## src/rtl/fft_bf_stage_if.sv

```systemverilog
// Handshake and datapath bundle for one radix-2 butterfly stage.
// The bench or upstream logic holds the master side; the stage holds the slave side.
interface fft_bf_stage_if #(
  parameter int W = 16
);
  logic                in_valid;
  logic                in_ready;
  logic signed [W-1:0] a_re;
  logic signed [W-1:0] a_im;
  logic signed [W-1:0] b_re;
  logic signed [W-1:0] b_im;
  logic [1:0]          tw_sel;
  logic                scale_en;
  logic                out_valid;
  logic                out_ready;
  logic signed [W-1:0] y0_re;
  logic signed [W-1:0] y0_im;
  logic signed [W-1:0] y1_re;
  logic signed [W-1:0] y1_im;
  logic                sat_flag;
  logic                sat_clr;

  modport master (
    output in_valid, a_re, a_im, b_re, b_im, tw_sel, scale_en, out_ready, sat_clr,
    input  in_ready, out_valid, y0_re, y0_im, y1_re, y1_im, sat_flag
  );

  modport slave (
    input  in_valid, a_re, a_im, b_re, b_im, tw_sel, scale_en, out_ready, sat_clr,
    output in_ready, out_valid, y0_re, y0_im, y1_re, y1_im, sat_flag
  );
endinterface

```

## src/rtl/fft_bf_stage.sv

```systemverilog
// Radix-2 DIT butterfly: y0 = a + b*w, y1 = a - b*w with twiddle 1, -j, W8^1 or W8^3.
// Stage 1 rotates b, stage 2 adds/subtracts, optionally halves, and saturates.
module fft_bf_stage #(
  parameter int W      = 16,
  parameter int COEF_W = 16
) (
  input logic           clk,
  input logic           reset,
  fft_bf_stage_if.slave bus
);
  localparam int PW = W + COEF_W + 3;
  localparam longint COEF_L = (64'sd707106781 * (64'sd1 <<< (COEF_W - 1)) + 64'sd500000000)
                              / 64'sd1000000000;
  localparam logic signed [PW-1:0] COEF_P = PW'(COEF_L);
  localparam logic signed [PW-1:0] RND_P  = PW'(64'sd1 <<< (COEF_W - 2));
  localparam logic signed [W+1:0]  MAX_V  = {3'b000, {(W-1){1'b1}}};
  localparam logic signed [W+1:0]  MIN_V  = {3'b111, {(W-1){1'b0}}};

  function automatic logic signed [W+1:0] sx_w(input logic signed [W-1:0] x);
    return $signed({{2{x[W-1]}}, x});
  endfunction

  function automatic logic signed [W+1:0] sx_w1(input logic signed [W:0] x);
    return $signed({x[W], x});
  endfunction

  // Multiply by C/2^(COEF_W-1) with round-half-up.
  function automatic logic signed [W:0] rot_round(input logic signed [W+1:0] s);
    logic signed [PW-1:0] p;
    p = $signed({{(PW-W-2){s[W+1]}}, s}) * COEF_P;
    p = (p + RND_P) >>> (COEF_W - 1);
    return p[W:0];
  endfunction

  function automatic logic signed [W+1:0] halve(input logic signed [W+1:0] x, input logic en);
    if (en) begin
      return x >>> 1;
    end else begin
      return x;
    end
  endfunction

  function automatic logic sat_hit(input logic signed [W+1:0] x);
    return (x > MAX_V) || (x < MIN_V);
  endfunction

  function automatic logic signed [W-1:0] sat_val(input logic signed [W+1:0] x);
    if (x > MAX_V) begin
      return MAX_V[W-1:0];
    end else if (x < MIN_V) begin
      return MIN_V[W-1:0];
    end else begin
      return x[W-1:0];
    end
  endfunction

  logic                adv_s;
  logic signed [W+1:0] br_s, bi_s, t_re_s, t_im_s;
  logic                rnd_s;
  logic signed [W:0]   rot_re_s, rot_im_s;
  logic                v1_r, scale1_r;
  logic signed [W-1:0] a_re1_r, a_im1_r;
  logic signed [W:0]   rb_re1_r, rb_im1_r;
  logic signed [W+1:0] s0re_s, s0im_s, s1re_s, s1im_s;
  logic                clamp_s;
  logic                v2_r, sat_r;
  logic signed [W-1:0] y0_re_r, y0_im_r, y1_re_r, y1_im_r;

  assign adv_s        = !(v2_r && !bus.out_ready);
  assign bus.in_ready = adv_s;

  // Twiddle rotation of b; sums carry one extra bit so -b_re-b_im cannot wrap.
  always_comb begin
    br_s   = sx_w(bus.b_re);
    bi_s   = sx_w(bus.b_im);
    t_re_s = br_s;
    t_im_s = bi_s;
    rnd_s  = 1'b0;
    case (bus.tw_sel)
      2'd0: begin t_re_s = br_s;         t_im_s = bi_s;         rnd_s = 1'b0; end
      2'd1: begin t_re_s = bi_s;         t_im_s = -br_s;        rnd_s = 1'b0; end
      2'd2: begin t_re_s = br_s + bi_s;  t_im_s = bi_s - br_s;  rnd_s = 1'b1; end
      2'd3: begin t_re_s = bi_s - br_s;  t_im_s = -br_s - bi_s; rnd_s = 1'b1; end
      default: begin
        t_re_s = {(W+2){1'b0}};
        t_im_s = {(W+2){1'b0}};
        rnd_s  = 1'b0;
      end
    endcase
    if (rnd_s) begin
      rot_re_s = rot_round(t_re_s);
      rot_im_s = rot_round(t_im_s);
    end else begin
      rot_re_s = t_re_s[W:0];
      rot_im_s = t_im_s[W:0];
    end
  end

  // Stage-1 register: operand a, rotated b and the per-beat scale mode.
  always_ff @(posedge clk or posedge reset) begin
    if (reset) begin
      v1_r     <= 1'b0;
      scale1_r <= 1'b0;
      a_re1_r  <= {W{1'b0}};
      a_im1_r  <= {W{1'b0}};
      rb_re1_r <= {(W+1){1'b0}};
      rb_im1_r <= {(W+1){1'b0}};
    end else if (adv_s) begin
      v1_r     <= bus.in_valid;
      scale1_r <= bus.scale_en;
      a_re1_r  <= bus.a_re;
      a_im1_r  <= bus.a_im;
      rb_re1_r <= rot_re_s;
      rb_im1_r <= rot_im_s;
    end
  end

  // Butterfly sums/differences with optional halving, ahead of saturation.
  always_comb begin
    s0re_s  = halve(sx_w(a_re1_r) + sx_w1(rb_re1_r), scale1_r);
    s0im_s  = halve(sx_w(a_im1_r) + sx_w1(rb_im1_r), scale1_r);
    s1re_s  = halve(sx_w(a_re1_r) - sx_w1(rb_re1_r), scale1_r);
    s1im_s  = halve(sx_w(a_im1_r) - sx_w1(rb_im1_r), scale1_r);
    clamp_s = sat_hit(s0re_s) | sat_hit(s0im_s) | sat_hit(s1re_s) | sat_hit(s1im_s);
  end

  // Stage-2 register drives the outputs directly.
  always_ff @(posedge clk or posedge reset) begin
    if (reset) begin
      v2_r    <= 1'b0;
      y0_re_r <= {W{1'b0}};
      y0_im_r <= {W{1'b0}};
      y1_re_r <= {W{1'b0}};
      y1_im_r <= {W{1'b0}};
    end else if (adv_s) begin
      v2_r    <= v1_r;
      y0_re_r <= sat_val(s0re_s);
      y0_im_r <= sat_val(s0im_s);
      y1_re_r <= sat_val(s1re_s);
      y1_im_r <= sat_val(s1im_s);
    end
  end

  // Sticky saturation flag; a new clamp beats a simultaneous clear.
  always_ff @(posedge clk or posedge reset) begin
    if (reset) begin
      sat_r <= 1'b0;
    end else if (adv_s && v1_r && clamp_s) begin
      sat_r <= 1'b1;
    end else if (bus.sat_clr) begin
      sat_r <= 1'b0;
    end
  end

  assign bus.out_valid = v2_r;
  assign bus.y0_re     = y0_re_r;
  assign bus.y0_im     = y0_im_r;
  assign bus.y1_re     = y1_re_r;
  assign bus.y1_im     = y1_im_r;
  assign bus.sat_flag  = sat_r;
endmodule

```

## src/flat_wrapper.sv

```systemverilog
// flat-port wrapper written by rule: the top's interface ports become plain ports
module fft_bf_stage_flat 
#(
  parameter int W      = 16,
  parameter int COEF_W = 16
)
  (clk, reset, bus_in_valid, bus_a_re, bus_a_im, bus_b_re, bus_b_im, bus_tw_sel, bus_scale_en, bus_out_ready, bus_sat_clr, bus_in_ready, bus_out_valid, bus_y0_re, bus_y0_im, bus_y1_re, bus_y1_im, bus_sat_flag);
  fft_bf_stage_if #(.W(W)) bus_i ();
  input logic clk;
  input logic reset;
  input wire logic [$bits(bus_i.in_valid)-1:0] bus_in_valid;
  input wire logic [$bits(bus_i.a_re)-1:0] bus_a_re;
  input wire logic [$bits(bus_i.a_im)-1:0] bus_a_im;
  input wire logic [$bits(bus_i.b_re)-1:0] bus_b_re;
  input wire logic [$bits(bus_i.b_im)-1:0] bus_b_im;
  input wire logic [$bits(bus_i.tw_sel)-1:0] bus_tw_sel;
  input wire logic [$bits(bus_i.scale_en)-1:0] bus_scale_en;
  input wire logic [$bits(bus_i.out_ready)-1:0] bus_out_ready;
  input wire logic [$bits(bus_i.sat_clr)-1:0] bus_sat_clr;
  output wire logic [$bits(bus_i.in_ready)-1:0] bus_in_ready;
  output wire logic [$bits(bus_i.out_valid)-1:0] bus_out_valid;
  output wire logic [$bits(bus_i.y0_re)-1:0] bus_y0_re;
  output wire logic [$bits(bus_i.y0_im)-1:0] bus_y0_im;
  output wire logic [$bits(bus_i.y1_re)-1:0] bus_y1_re;
  output wire logic [$bits(bus_i.y1_im)-1:0] bus_y1_im;
  output wire logic [$bits(bus_i.sat_flag)-1:0] bus_sat_flag;
  assign bus_i.in_valid = bus_in_valid;
  assign bus_i.a_re = bus_a_re;
  assign bus_i.a_im = bus_a_im;
  assign bus_i.b_re = bus_b_re;
  assign bus_i.b_im = bus_b_im;
  assign bus_i.tw_sel = bus_tw_sel;
  assign bus_i.scale_en = bus_scale_en;
  assign bus_i.out_ready = bus_out_ready;
  assign bus_i.sat_clr = bus_sat_clr;
  assign bus_in_ready = bus_i.in_ready;
  assign bus_out_valid = bus_i.out_valid;
  assign bus_y0_re = bus_i.y0_re;
  assign bus_y0_im = bus_i.y0_im;
  assign bus_y1_re = bus_i.y1_re;
  assign bus_y1_im = bus_i.y1_im;
  assign bus_sat_flag = bus_i.sat_flag;
  fft_bf_stage #(.W(W), .COEF_W(COEF_W)) u_core (.clk(clk), .reset(reset), .bus(bus_i));
endmodule
```

## config.mk

```make
export PLATFORM = sky130hd
export DESIGN_NAME = fft_bf_stage_flat
export DESIGN_NICKNAME = d
export VERILOG_FILES = /design/src/rtl/fft_bf_stage_if.sv /design/src/rtl/fft_bf_stage.sv /design/src/flat_wrapper.sv
export SDC_FILE = /design/constraint.sdc
export NUM_CORES = 1
export LEC_CHECK = 0
export CORE_MARGIN = 2
export CORE_UTILIZATION = 42
export CTS_BUF_LIST = sky130_fd_sc_hd__clkbuf_8 sky130_fd_sc_hd__clkbuf_16
export DETAILED_ROUTE_END_ITERATION = 10
export GPL_ROUTABILITY_DRIVEN = 0
export PLACE_DENSITY = 0.59
export SYNTH_ARGS = -nofsm -noshare
export SYNTH_HDL_FRONTEND = slang
export SYNTH_SLANG_ARGS = --single-unit
export TNS_END_PERCENT = 50
```

## constraint.sdc

```tcl
create_clock -name clk -period 6.6 [get_ports clk]
set_clock_uncertainty 0.1 [all_clocks]
set_input_delay 1.32 -clock clk [delete_from_list [all_inputs] [get_ports clk]]
set_output_delay 1.32 -clock clk [all_outputs]
set_load 0.005 [all_outputs]
```

==> results_dict.tcl <==
set metrics [dict create \
    maxSlewViolCount 0 \
    synth_top_area_share_pct 21.4 \
    num_vias 20300 \
    arrival_ns 9.66 \
    period_share_pct 143 \
    multi_input_area_um2 18500 \
    status "finished, violations left" \
    area_growth_pct 37.7 \
    yosysUniqueCellTypes 88 \
    synth-seq-area-share_pct 15.5 \
    wl_um 64300 \
    final_common_cell "buf_4" \
    drt-initial-drc-count 1036 \
    fmax_ghz 0.106 \
    slowest_stage "fa_2" \
    viasPerCell 5.30 \
    min_period_ns 9.45 \
    layout_common_cells "buf_4 (489), ha_1 (321), inv_1 (256)" \
    crit_fanout 5 \
    tightest_slew_ns 1.20 \
    cts_tree "yes" \
    r2r-end "u_core.bus.sat_flag$_DFFE_PP0P_" \
    die_w_um 231 \
    start_util_pct 42.3 \
    min_path_type "reg2reg" \
    wl_per_cell_um 16.8 \
    ys_ff_latch 134 \
    drcViolationCount 0 \
    fp-row-count 83 \
    hp-start "u_core.bus.y0_im[10]$_DFFE_PP0N_" \
    synthTopCellsByArea "ha_1 (21%), dfrtp_1 (16%), fa_1 (13%)" \
    grt_max_degree 90 \
    synth_edf_count 0 \
    final_cells 3836 \
    clk_path_buf_depth 2 \
    dp_hpwl_um 52700 \
    dp_cells 3726 \
    grtUsageTotal_pct 23.8 \
    fillers 4551 \
    final_hold_viol_count 0 \
    ant_nets 0 \
    yosys_warnings 0 \
    cp-start-kind "primary input" \
    dominantRegCellSynth "dfrtp_1" \
    grt_pass1_vias 20700 \
    core_um2 51100 \
    nets 3720 \
    worst-setup-path-type "in2reg" \
    synth_nets 3149 \
    die_area_um2 53300 \
    rr_startpoint "u_core.rb_re1_r[0]$_DFFE_PP0N_" \
    layout-drive-gt1-share_pct 27.2 \
    cts.clk_slew.worst_paths_ns 0.06 \
    first_pass_iters 5 \
    rrSetupSlack_ns 2.11 \
    clockRootBuffer "clkbuf_16" \
    io_pins 139 \
    insertion_delay_ns 0.44 \
    num_antenna_cells 0 \
    worst_slack_ns -2.85 \
    worstSetupEndpointType "flop" \
    syn_inst 2572 \
    cp.required_ns 6.81 \
    grt_first_pass_wirelength_um 103000 \
    synth_area_um2 21600 \
    port_buffers 138 \
    violations "negative setup slack" \
    rr_worst_depth 15 \
    max_slew_margin_pct 20.0 \
    min_path_cells 2 \
    avgSynthCellArea_um2 8.40 \
    die_height_um 231 \
    rsz0062_at_grt "true" \
    ff_latch_area_um2 3350 \
    cts.sinks 134 \
    slowest_delay_ns 0.60 \
    setup_viol 34 \
    antenna_found_initial 0 \
    ys_async_sr_fraction_pct 100 \
    maxCapViolCount 0 \
    hold_buffers 0 \
    grt_overflow_total 0 \
    hold_path_end "u_core.bus.y0_im[10]$_DFFE_PP0N_" \
    synth.largest_area_cell "ha_1" \
    cts_max_level 4 \
    crit_top_cell "a21o_1" \
    cts_buffers 17 \
]
flip-flops by register name (all words and copies together), names as in the netlist, 16 cells and up:
register	count
u_core.a_im1_r	16
u_core.a_re1_r	16
u_core.rb_re1_r	17
u_core.bus.y0_im	16
u_core.rb_im1_r	17
u_core.bus.y1_re	16
u_core.bus.y1_im	16
u_core.bus.y0_re	16
worst max-delay path by stage:
| stage | depth (start not counted) | to | slack [ns] | start |
|---|---|---|---|---|
| detailed placement | 36 | u_core.rb_im1_r[16]$_DFFE_PP0N_ | -3.83 | bus_b_re[0] |
| global placement | 38 | u_core.rb_im1_r[16]$_DFFE_PP0N_ | -3.57 | bus_b_re[1] |
| floorplan | 35 | u_core.rb_im1_r[16]$_DFFE_PP0N_ | -2.66 | bus_b_re[1] |
| CTS | 37 | u_core.rb_im1_r[16]$_DFFE_PP0N_ | -2.82 | bus_b_re[1] |
| global route | 41 | u_core.rb_im1_r[14]$_DFFE_PP0N_ | -3.17 | bus_b_re[0] |
| finish | 41 | u_core.rb_im1_r[16]$_DFFE_PP0N_ | -2.85 | bus_b_re[1] |
critical path: cells and delay by family:
| kind | cells | cell delay [ns] |
|---|---|---|
| simple gates | 8 | 1.11 |
| buf+inv | 8 | 0.83 |
| compound gates | 13 | 2.44 |
| fa+ha+maj | 9 | 3.10 |
| mux | 1 | 0.52 |
| xor+xnor | 2 | 0.31 |
routing by layer:
layer / GRT usage (%) / vias to the layer above / wire length, um
met2: 41.8 / 398 / 31400
met4: 7.58 / 0 / 1710
met1: 30.8 / 9790 / 29000
li1: - / 10000 / -
met3: 2.19 / 93 / 2130
met5: 0 / - / 0
through the flow:
stage	hold slack [ns]	utilization (%)	setup TNS [ns]	setup WS, ns	area, um2
floorplan	0.352	-	-64.25	-2.66	22200
global placement	0.370	53.6	-106.35	-3.57	27400
detailed placement	0.370	53.6	-110.57	-3.83	27400
CTS	0.384	56.6	-72.61	-2.82	28900
global route	0.412	58.2	-84.91	-3.17	29700
finish	0.378	58.2	-73.67	-2.85	29700
cells in the mapped netlist, types with 32 or more instances:
cell type    n
nand2b_1    32
a21o_1      42
fa_1       135
mux2i_1     39
nor2_1     210
nand2_1    242
ha_1       370
xnor2_1    112
xor2_1      40
o211ai_1    41
dfrtp_1    134
o21ai_0    112
a21oi_1    179
nor3_1      54
inv_1      273
clkbuf_1    84
final cells by class:
cell class | count | area share (%)
clock buffer | 19 | 1.52
clock inverter | 13 | 0.412
inverter | 277 | 3.63
multi-input combinational | 2053 | 62.0
sequential | 134 | 11.3
tap | 680 | 2.86
timing repair buffer | 660 | 18.3
logic make-up (layout without fill, tap and decap cells):
kind of cell / count (synthesis) / count (layout) / share of synthesized area, %
and+or+nand+nor: 715 / 715 / 15.5
xor gates and xnor gates: 152 / 152 / 6.16
AOI/OAI and AO/OA: 627 / 627 / 19.0
adders and majority gates: 505 / 505 / 33.9
buffers and inverters: 385 / 969 / 6.79
DFF: 134 / 134 / 15.5
muxes: 54 / 54 / 3.01
timing repair:
item	CTS	global route
setup buffers	49	30
gates resized for setup	160	140
endpoints found under the setup margin	34	34
pin swaps	123	141
Power is left out: the tool's default activity adds up to more than one toggle a clock period on the data nets, which glitch-free logic cannot reach.
